$ cat src/rtl/byte_ram_port_arbiter.sv
// ---------------------------------------------------------------------------
// byte_ram_port_arbiter
//
// Shares port 1 of a byte-wide dual-port RAM between two requesters
// (A = CPU load/store unit, B = program loader/debug). Each accepted byte,
// halfword or word access is serialised into one RAM byte access per cycle,
// least significant byte first, and finished with a single response pulse
// to the requester that owns it.
//
// Ports
//   clk, rst                  clock, synchronous active-high reset
//   a_valid/a_ready           requester A handshake (ready is combinational)
//   a_addr/a_we/a_size/a_wdata requester A request payload
//   a_resp_valid/a_rdata      requester A one-cycle completion + load data
//   b_*                       identical set for requester B
//   ram_addr/ram_wdata/ram_wenable  RAM port-1 drive
//   ram_rdata                 RAM port-1 read byte (combinational from ram_addr)
// ---------------------------------------------------------------------------
module byte_ram_port_arbiter #(
    parameter int ADDR_WIDTH = 12
) (
    input  logic                  clk,
    input  logic                  rst,

    input  logic                  a_valid,
    output logic                  a_ready,
    input  logic [ADDR_WIDTH-1:0] a_addr,
    input  logic                  a_we,
    input  logic [1:0]            a_size,
    input  logic [31:0]           a_wdata,
    output logic                  a_resp_valid,
    output logic [31:0]           a_rdata,

    input  logic                  b_valid,
    output logic                  b_ready,
    input  logic [ADDR_WIDTH-1:0] b_addr,
    input  logic                  b_we,
    input  logic [1:0]            b_size,
    input  logic [31:0]           b_wdata,
    output logic                  b_resp_valid,
    output logic [31:0]           b_rdata,

    output logic [ADDR_WIDTH-1:0] ram_addr,
    output logic [7:0]            ram_wdata,
    output logic                  ram_wenable,
    input  logic [7:0]            ram_rdata
);

    typedef enum logic [1:0] {
        S_IDLE   = 2'd0,
        S_ACCESS = 2'd1,
        S_DONE   = 2'd2
    } state_t;

    state_t                r_state;
    logic                  r_owner_b;       // 1 = current access belongs to B
    logic                  r_last_grant_b;  // 1 = B was granted most recently
    logic [ADDR_WIDTH-1:0] r_addr;
    logic                  r_we;
    logic [31:0]           r_wdata;
    logic [1:0]            r_last_idx;      // N-1 for the access in flight
    logic [1:0]            r_idx;
    logic [31:0]           r_acc;
    logic                  r_a_resp_valid;
    logic [31:0]           r_a_rdata;
    logic                  r_b_resp_valid;
    logic [31:0]           r_b_rdata;

    logic                  w_idle;
    logic                  w_access;
    logic                  w_grant_a;
    logic                  w_grant_b;
    logic [1:0]            w_req_size;
    logic [1:0]            w_req_last_idx;
    logic [7:0]            w_wbyte;
    logic [31:0]           w_acc_next;
    logic [31:0]           w_mask;
    logic [31:0]           w_resp_data;

    assign w_idle   = (r_state == S_IDLE);
    assign w_access = (r_state == S_ACCESS);

    // Round-robin only matters on a tie: the side that did not win last time
    // takes it. A lone requester is always granted.
    assign w_grant_a = a_valid & (~b_valid | r_last_grant_b);
    assign w_grant_b = b_valid & (~a_valid | ~r_last_grant_b);

    // Reset masks the handshake combinationally so nothing is accepted in the
    // reset cycle even though the state register has not yet been cleared.
    assign a_ready = w_idle & w_grant_a & ~rst;
    assign b_ready = w_idle & w_grant_b & ~rst;

    assign w_req_size     = b_ready ? b_size : a_size;
    assign w_req_last_idx = (w_req_size == 2'd0) ? 2'd0 :
                            (w_req_size == 2'd1) ? 2'd1 : 2'd3;

    // RAM drive: address wraps naturally through the ADDR_WIDTH-bit add.
    assign w_wbyte     = r_wdata[{r_idx, 3'b000} +: 8];
    assign ram_addr    = w_access ? (r_addr + ADDR_WIDTH'(r_idx)) : '0;
    assign ram_wdata   = (w_access & r_we) ? w_wbyte : 8'h00;
    // Forced low during reset so an abandoned store cannot write a partial
    // byte in the cycle where reset is asserted.
    assign ram_wenable = w_access & r_we & ~rst;

    // Accumulator with the current read byte merged in at position idx.
    // NOTE: every always_comb output gets a default first so no latch is
    // inferred; the indexed update then only overrides one byte.
    always_comb begin
        w_acc_next                      = r_acc;
        w_acc_next[{r_idx, 3'b000} +: 8] = ram_rdata;
    end

    assign w_mask = (r_last_idx == 2'd0) ? 32'h0000_00FF :
                    (r_last_idx == 2'd1) ? 32'h0000_FFFF : 32'hFFFF_FFFF;

    assign w_resp_data = r_we ? 32'h0 : (w_acc_next & w_mask);

    // NOTE: all state in this block is updated with non-blocking assignments
    // so every register samples the pre-edge values of the others.
    always_ff @(posedge clk) begin
        if (rst) begin
            r_state        <= S_IDLE;
            r_owner_b      <= 1'b0;
            r_last_grant_b <= 1'b1;
            r_addr         <= '0;
            r_we           <= 1'b0;
            r_wdata        <= 32'h0;
            r_last_idx     <= 2'd0;
            r_idx          <= 2'd0;
            r_acc          <= 32'h0;
            r_a_resp_valid <= 1'b0;
            r_a_rdata      <= 32'h0;
            r_b_resp_valid <= 1'b0;
            r_b_rdata      <= 32'h0;
        end else begin
            // Responses are single-cycle; they are only raised on the last
            // ACCESS edge and fall back to zero everywhere else.
            r_a_resp_valid <= 1'b0;
            r_a_rdata      <= 32'h0;
            r_b_resp_valid <= 1'b0;
            r_b_rdata      <= 32'h0;

            case (r_state)
                S_IDLE: begin
                    if (a_ready || b_ready) begin
                        r_owner_b      <= b_ready;
                        r_last_grant_b <= b_ready;
                        r_addr         <= b_ready ? b_addr  : a_addr;
                        r_we           <= b_ready ? b_we    : a_we;
                        r_wdata        <= b_ready ? b_wdata : a_wdata;
                        r_last_idx     <= w_req_last_idx;
                        r_idx          <= 2'd0;
                        r_acc          <= 32'h0;
                        r_state        <= S_ACCESS;
                    end
                end

                S_ACCESS: begin
                    if (!r_we) begin
                        r_acc <= w_acc_next;
                    end
                    if (r_idx == r_last_idx) begin
                        r_state <= S_DONE;
                        if (r_owner_b) begin
                            r_b_resp_valid <= 1'b1;
                            r_b_rdata      <= w_resp_data;
                        end else begin
                            r_a_resp_valid <= 1'b1;
                            r_a_rdata      <= w_resp_data;
                        end
                    end else begin
                        r_idx <= r_idx + 2'd1;
                    end
                end

                S_DONE: begin
                    r_state <= S_IDLE;
                end

                default: begin
                    r_state <= S_IDLE;
                end
            endcase
        end
    end

    assign a_resp_valid = r_a_resp_valid;
    assign a_rdata      = r_a_rdata;
    assign b_resp_valid = r_b_resp_valid;
    assign b_rdata      = r_b_rdata;

endmodule

$ cat config.mk
export PLATFORM = sky130hd
export DESIGN_NAME = byte_ram_port_arbiter
export DESIGN_NICKNAME = d
export VERILOG_FILES = /design/src/rtl/byte_ram_port_arbiter.sv
export SDC_FILE = /design/constraint.sdc
export NUM_CORES = 1
export LEC_CHECK = 0
export ABC_AREA = 1
export CAP_MARGIN = 20
export CORE_ASPECT_RATIO = 1.5
export CORE_UTILIZATION = 30
export DETAILED_ROUTE_END_ITERATION = 7
export MAX_ROUTING_LAYER = met4
export SYNTH_ARGS = -nofsm -noshare
export SYNTH_HDL_FRONTEND = slang
export SYNTH_SLANG_ARGS = --single-unit
export TNS_END_PERCENT = 5
$ cat constraint.sdc
create_clock -name clk -period 4.2 [get_ports clk]
set_input_delay 1.05 -clock clk [delete_from_list [all_inputs] [get_ports clk]]
set_output_delay 1.05 -clock clk [all_outputs]
set_load 0.03 [all_outputs]
==> results of run 1 <==
[worst paths after layout]
path,startpoint,to,slack (ns)
max reg2reg,r_idx[0],a_rdata[4],1.35
max,r_idx[0],ram_wdata[3],0.23
min reg2reg,r_acc[22],r_acc[22],0.48
min,r_acc[22],r_acc[22],0.48
[power by group]
group	internal, mW	switching, mW	total [mW]
combinational	0.262	0.459	0.721
clock	1.02	0.627	1.65
sequential	1.50	0.0459	1.55
total	2.78	1.13	3.91
[cells by family after synthesis]
kind of cell / Yosys count / share of synthesized area [%]
buffers and inverters: 122 / 7.67
XOR/XNOR: 5 / 0.655
AND/OR/NAND/NOR: 564 / 33.4
adder cells (fa/ha/maj): 8 / 1.61
flip-flops: 151 / 45.2
AO/OA/AOI/OAI: 149 / 11.4
[through the flow]
step                total power [mW]  hold WS [ns]
CTS                             3.96         0.481
global placement                2.30         0.467
floorplan                       2.03         0.461
global route                    4.11         0.497
detailed placement              2.31         0.472
finish                          3.91         0.483
[flip-flops by register name (all words and copies together), names as in the netlist]
| signal | count |
|---|---|
| a_rdata | 32 |
| b_rdata | 32 |
| r_acc | 32 |
| r_wdata | 32 |
| r_addr | 12 |
| r_idx | 2 |
| r_last_idx | 2 |
| r_state | 2 |
| a_resp_valid | 1 |
| b_resp_valid | 1 |
| r_last_grant_b | 1 |
| r_owner_b | 1 |
| r_we | 1 |
[cell usage in the layout (no fill, tap or decap), types with 2 or more instances in the layout]
cell,netlist,final
a21oi_1,49,49
buf_12,0,2
buf_4,5,16
bufinv_16,0,4
clkbuf_16,0,17
clkdlybuf4s50_1,0,190
clkinvlp_4,0,4
dfxtp_1,151,150
ha_1,7,7
inv_1,53,53
inv_2,8,8
inv_6,0,4
nand2_1,210,210
nand3_1,72,72
nor2_1,273,273
nor2_2,3,3
nor3_1,3,3
o211ai_1,2,2
o21ai_0,83,83
o21ai_1,6,6
o22ai_1,8,8
xnor2_1,2,2
xor2_1,3,3
[worst max-delay path: stages, from the launching register on]
cell             delay, ns
dfxtp_1               0.33
buf_4                 0.33
clkinv_1              0.57
o21ai_0               0.52
a21oi_1               0.11
clkdlybuf4s50_1       0.62
[routing by layer]
layer / vias up / GRT usage, % / wire length [µm]
met1: 2978 / 19.4 / 7800
met4: 0 / 8.00 / 546
li1: 3485 / - / -
met3: 38 / 3.88 / 917
met2: 202 / 33.6 / 10900
met5: - / - / 0
[timing repair]
| item | CTS | global route |
|---|---|---|
| endpoints found under the hold margin | 0 | 0 |
| resized for setup | 0 | 1 |
| endpoints found under the setup margin | 0 | 3 |
[cell type report]
type,instances,area (µm²),area share [%]
clock buffers,19,443,4.69
clock inverters,13,194,2.05
inverters,62,233,2.46
multi-input cells,726,3150,33.3
flip-flops and latches,151,3020,32.0
well taps,272,340,3.60
repair buffers,208,2060,21.8
==> flow_metrics.env, run 1 <==
export IMPL_outcome="completed"
export IMPL_vdd_drop_max_mv=0.299
export IMPL_antenna_left=0
export IMPL_synthTopCellsByArea="dfxtp_1 (45%), nor2_1 (15%), nand2_1 (12%)"
export IMPL_maxCapViolCount=0
export IMPL_fin_crit_sh_pct=94.5
export IMPL_synth_area_mm2=0.00669
export IMPL_power_density_mw_per_mm2=414
export IMPL_final_nets=1280
export IMPL_grt_pass1_vias=6363
export IMPL_clock_latency_ns=0.43
export IMPL_synth_top_cell_area_share_pct=45.2
export IMPL_worstPathMaxFanout=30
export IMPL_ys_warn_count=0
export IMPL_rsz0062_at_grt="false"
export IMPL_io_buffers=194
export IMPL_end_kind="primary output"
export IMPL_synth_seq_cells=151
export IMPL_cts_root_buf="clkbuf_16"
export IMPL_die_y_um=185
export IMPL_power_leakage_nw=3.60
export IMPL_hold_violations=0
export IMPL_dp_cells=1418
export IMPL_syn_inst=999
export IMPL_max_slew_worst_pin_slew_ns=0.644
export IMPL_die_w_um=124
export IMPL_num_io_pins=195
export IMPL_avgSynthCellArea_um2=6.69
export IMPL_synth_flop_cell="dfxtp_1"
export IMPL_cts_sinks=151
export IMPL_clkSlewWorstSetupHoldPaths_ns=0.06
export IMPL_finalInstanceArea_mm2=0.00945
export IMPL_place_gp_congestion=0.844
export IMPL_drt_vias_per_instance=4.62
export IMPL_place_area_mm2=0.00880
export IMPL_antenna_found_initial=0
export IMPL_tritoncts="done"
export IMPL_reg2reg_depth=8
export IMPL_grt_pass1_wl_mm=31.7
export IMPL_coreArea_mm2=0.0218
export IMPL_required_ns=3.15
export IMPL_htree_levels=4
export IMPL_grt_usage_pct=18.7
export IMPL_whs_path_depth=2
export IMPL_max_slew_margin_pct=57.1
export IMPL_synth_area_leader_cell="dfxtp_1"
export IMPL_std_cell_rows=66
export IMPL_setup_viol_count_final=0
export IMPL_startpoint_type="register"
export IMPL_hp_class="reg2reg"
export IMPL_post_cts_setup_buffers=0
export IMPL_min_period_ns=3.97
export IMPL_grt_overflow_total=0
export IMPL_ys_seq_area_share_pct=45.2
export IMPL_syn_to_final_growth_pct=41.3
export IMPL_hold_buffers=0
export IMPL_drive_gt1_share_pct=5.34
export IMPL_grt_max_degree=48
export IMPL_synth_top_cells_by_count="nor2_1 (273), nand2_1 (210), dfxtp_1 (151), o21ai_0 (83), nand3_1 (72)"
export IMPL_dp_hpwl_mm=14.4
export IMPL_arrival_ns=2.92
export IMPL_num_fill_cells=2320
export IMPL_synthArstFlopShare_pct=0
export IMPL_drv_slew=0
export IMPL_dieArea_mm2=0.0229
export IMPL_fin_tns_setup_ns=0
export IMPL_utilization_pct=43.3
export IMPL_dr_pass1_iters=5
export IMPL_drc_errors=0
export IMPL_finalWirelength_mm=20.2
export IMPL_stdcell_count=1451
export IMPL_drt_iter0_markers=297
export IMPL_synth_edf_count=0
export IMPL_cts_made_buffers=17
export IMPL_place_ws_ns=0.567
export IMPL_wire_per_inst_um=13.9
export IMPL_setup_slack_ns=0.233
export IMPL_vias=6703
export IMPL_n_antenna_cell=0
export IMPL_finClkSkew_ns=0.00802
export IMPL_initial_core_util_pct=30.7
export IMPL_synth_cell_type_count=26
export IMPL_criticalPathCategory="reg2out"
export IMPL_fmax_mhz=252
export IMPL_syn_nets=1113
export IMPL_cts_buffer_depth=2
export IMPL_synth_most_common_cell="nor2_1"
Note: power is estimated with default switching activity, not from simulation.
==> run 2: changes to the inputs <==
--- a/config.mk
+++ b/config.mk
@@ -5,12 +5,12 @@
 export SDC_FILE = /design/constraint.sdc
 export NUM_CORES = 1
 export LEC_CHECK = 0
-export ABC_AREA = 1
 export CAP_MARGIN = 20
 export CORE_ASPECT_RATIO = 1.5
 export CORE_UTILIZATION = 30
 export DETAILED_ROUTE_END_ITERATION = 7
 export MAX_ROUTING_LAYER = met4
+export SLEW_MARGIN = 20
 export SYNTH_ARGS = -nofsm -noshare
 export SYNTH_HDL_FRONTEND = slang
 export SYNTH_SLANG_ARGS = --single-unit
==> flow_metrics.env, run 2 <==
export IMPL_outcome="completed"
export IMPL_setup_viol_count_final=0
export IMPL_num_fill_cells=2180
export IMPL_synth_flop_cell="dfxtp_1"
export IMPL_grt_pass1_wl_mm=31.9
export IMPL_cts_made_buffers=17
export IMPL_maxCapViolCount=0
export IMPL_hold_violations=0
export IMPL_synth_top_cell_area_share_pct=45.7
export IMPL_dieArea_mm2=0.0227
export IMPL_arrival_ns=2.59
export IMPL_final_nets=984
export IMPL_synth_compound_area_share_pct=24.1
export IMPL_dr_pass1_iters=5
export IMPL_synth_most_common_cell="dfxtp_1"
export IMPL_final_cell_mix="clkdlybuf4s50_1 (187), dfxtp_1 (151), a21oi_1 (59)"
export IMPL_coreArea_mm2=0.0216
export IMPL_final_common_cell="clkdlybuf4s50_1"
export IMPL_synthAdderAreaFrac_pct=1.63
export IMPL_critPathMaxStageDelay_ns=0.72
export IMPL_fin_tns_setup_ns=0
export IMPL_n_antenna_cell=0
export IMPL_use_met3_pct=3.94
export IMPL_end_kind="primary output"
export IMPL_antenna_left=0
export IMPL_reg2reg_depth=6
export IMPL_fmax_mhz=275
export IMPL_synth_seq_cells=151
export IMPL_ys_seq_area_share_pct=45.7
export IMPL_synth_top_family_by_area="compound AO/OA/AOI/OAI gates"
export IMPL_criticalPathCategory="reg2out"
export IMPL_cts_buffer_depth=2
export IMPL_clock_latency_ns=0.43
export IMPL_initial_core_util_pct=30.6
export IMPL_timing_rr_end="a_rdata[31]"
export IMPL_die_y_um=184
export IMPL_grt_pass1_vias=5737
export IMPL_synthArstFlopShare_pct=0
export IMPL_fin_crit_sh_pct=86.6
export IMPL_synth_area_leader_cell="dfxtp_1"
export IMPL_grt_usage_pct=19.3
export IMPL_power_density_mw_per_mm2=390
export IMPL_grt_overflow_total=0
export IMPL_power_leakage_nw=3.19
export IMPL_top_usage_layer="met2"
export IMPL_post_cts_setup_buffers=0
export IMPL_required_ns=3.15
export IMPL_cp_startpoint="r_addr[1]"
export IMPL_drv_slew=0
export IMPL_ys_warn_count=0
export IMPL_die_w_um=123
export IMPL_max_slew_worst_pin_slew_ns=0.871
export IMPL_cts_root_buf="clkbuf_16"
export IMPL_drc_errors=0
export IMPL_max_slew_margin_pct=41.8
export IMPL_place_gp_congestion=0.868
export IMPL_crit_path_top_delay_cell="clkdlybuf4s50_1"
export IMPL_rsz0062_at_grt="false"
export IMPL_std_cell_rows=66
export IMPL_finalWirelength_mm=20.7
export IMPL_crit_chain="ha_1, a21oi_1, nor4_1, mux2i_1, clkdlybuf4s50_1"
export IMPL_synth_area_mm2=0.00662
export IMPL_antenna_found_initial=0
export IMPL_syn_to_final_growth_pct=40.5
export IMPL_synthXorXnorAreaFrac_pct=1.19
export IMPL_yosys_area_share_simple_pct=18.5
export IMPL_grt_max_degree=59
export IMPL_global_route_usage_met2_pct=32.8
export IMPL_syn_nets=825
export IMPL_hold_buffers=0
export IMPL_worstPathMaxFanout=7
export IMPL_cts_repair_resized=0
export IMPL_synth_cell_type_count=60
export IMPL_rrSetupSlack_ns=1.39
export IMPL_use_met1_pct=21.7
export IMPL_drt_vias_per_instance=5.17
export IMPL_finClkSkew_ns=0.0142
export IMPL_tritoncts="done"
export IMPL_dp_hpwl_mm=14.7
export IMPL_synth_edf_count=0
export IMPL_wire_per_inst_um=17.9
export IMPL_synthTopCellsByArea="dfxtp_1 (46%), a311oi_1 (5.7%), a21oi_1 (4.5%)"
export IMPL_vias=5971
export IMPL_drive_gt1_share_pct=9.97
export IMPL_io_buffers=194
export IMPL_synth_top_cells_by_count="dfxtp_1 (151), a21oi_1 (59), o21ai_0 (57), nand2_1 (52), nor3_1 (52)"
export IMPL_cp_endpoint="ram_addr[11]"
export IMPL_vdd_drop_max_mv=0.279
export IMPL_htree_levels=4
export IMPL_drt_iter0_markers=426
export IMPL_min_period_ns=3.64
export IMPL_avgSynthCellArea_um2=9.31
export IMPL_muxShareOfSynthArea_pct=3.48
export IMPL_startpoint_type="register"
export IMPL_cts_sinks=151
export IMPL_r2r_start="r_idx[0]"
export IMPL_num_io_pins=195
export IMPL_p_total_mw=3.63
export IMPL_hp_class="reg2reg"
export IMPL_clkSlewWorstSetupHoldPaths_ns=0.07
export IMPL_syn_inst=711
==> run 2: cell count changes after synthesis, sizes merged, moves of 21 or more <==
cell,change
inv,-52
nor3,+52
nand2,-158
a31oi,+21
a311oi,+43
nand3,-68
o21ai,-30
nor2,-246
o2bb2ai,+24
nor2b,+30
==> run 2: layer usage <==
layer | up-vias | wire [µm]
li1 | 2966 | -
met1 | 2763 | 8360
met2 | 205 | 10800
met4 | 0 | 633
met5 | - | 0
met3 | 37 | 956
==> run 2: where the power goes <==
| part | switching, mW | internal (mW) |
|---|---|---|
| Combinational | 0.286 | 0.224 |
| Sequential | 0.0593 | 1.49 |
| Clock | 0.669 | 0.899 |
| Total | 1.01 | 2.61 |
==> run 2: kinds of logic (layout without fill, tap and decap cells) <==
family,after synthesis,after routing
compound gates,236,236
simple gates,221,221
flops,151,151
buf+inv,76,248
mux,13,13
fa+ha+maj,8,8
xor+xnor,6,6
==> run 2: cell type report <==
type | count | area [µm²] | area share [%]
multi-input cells | 484 | 3260 | 35.0
clock buffers | 17 | 425 | 4.57
flip-flops and latches | 151 | 3020 | 32.5
inverters | 9 | 33.8 | 0.363
clock inverters | 15 | 181 | 1.95
repair buffers | 207 | 2040 | 22.0
well taps | 272 | 340 | 3.66
==> run 2: metrics by stage <==
| stage | hold WS, ns | utilization (%) | instances | cell area (µm²) | setup slack, ns |
|---|---|---|---|---|---|
| after floorplan | 0.425 | - | 711 | 6620 | 1.05 |
| after global placement | 0.437 | 40.2 | 1123 | 8690 | 0.618 |
| after detailed placement | 0.439 | 40.2 | 1123 | 8690 | 0.630 |
| after CTS | 0.460 | 43.0 | 1155 | 9300 | 0.548 |
| after global routing | 0.470 | 43.0 | 1155 | 9310 | 0.438 |
| final | 0.458 | 43.0 | 1155 | 9310 | 0.563 |
==> run 2: how the worst min path moves through the flow <==
stage	endpoint	from	slack [ns]	cells after the start
after floorplan	r_acc[10]	r_acc[10]	0.42	1
after global placement	r_acc[12]	r_acc[12]	0.44	1
after detailed placement	r_acc[28]	r_acc[28]	0.44	1
after CTS	r_acc[28]	r_acc[28]	0.46	1
after global routing	r_acc[16]	r_acc[16]	0.47	1
final	r_acc[26]	r_acc[26]	0.46	1
==> run 2: critical path, delay by kind of cell, from the launching register on <==
family | cells | cell delay [ns]
buffers and inverters | 1 | 0.72
multiplexers | 1 | 0.30
adder cells (fa/ha/maj) | 1 | 0.32
AO/OA/AOI/OAI | 1 | 0.15
flip-flops | 1 | 0.36
AND/OR/NAND/NOR | 1 | 0.32
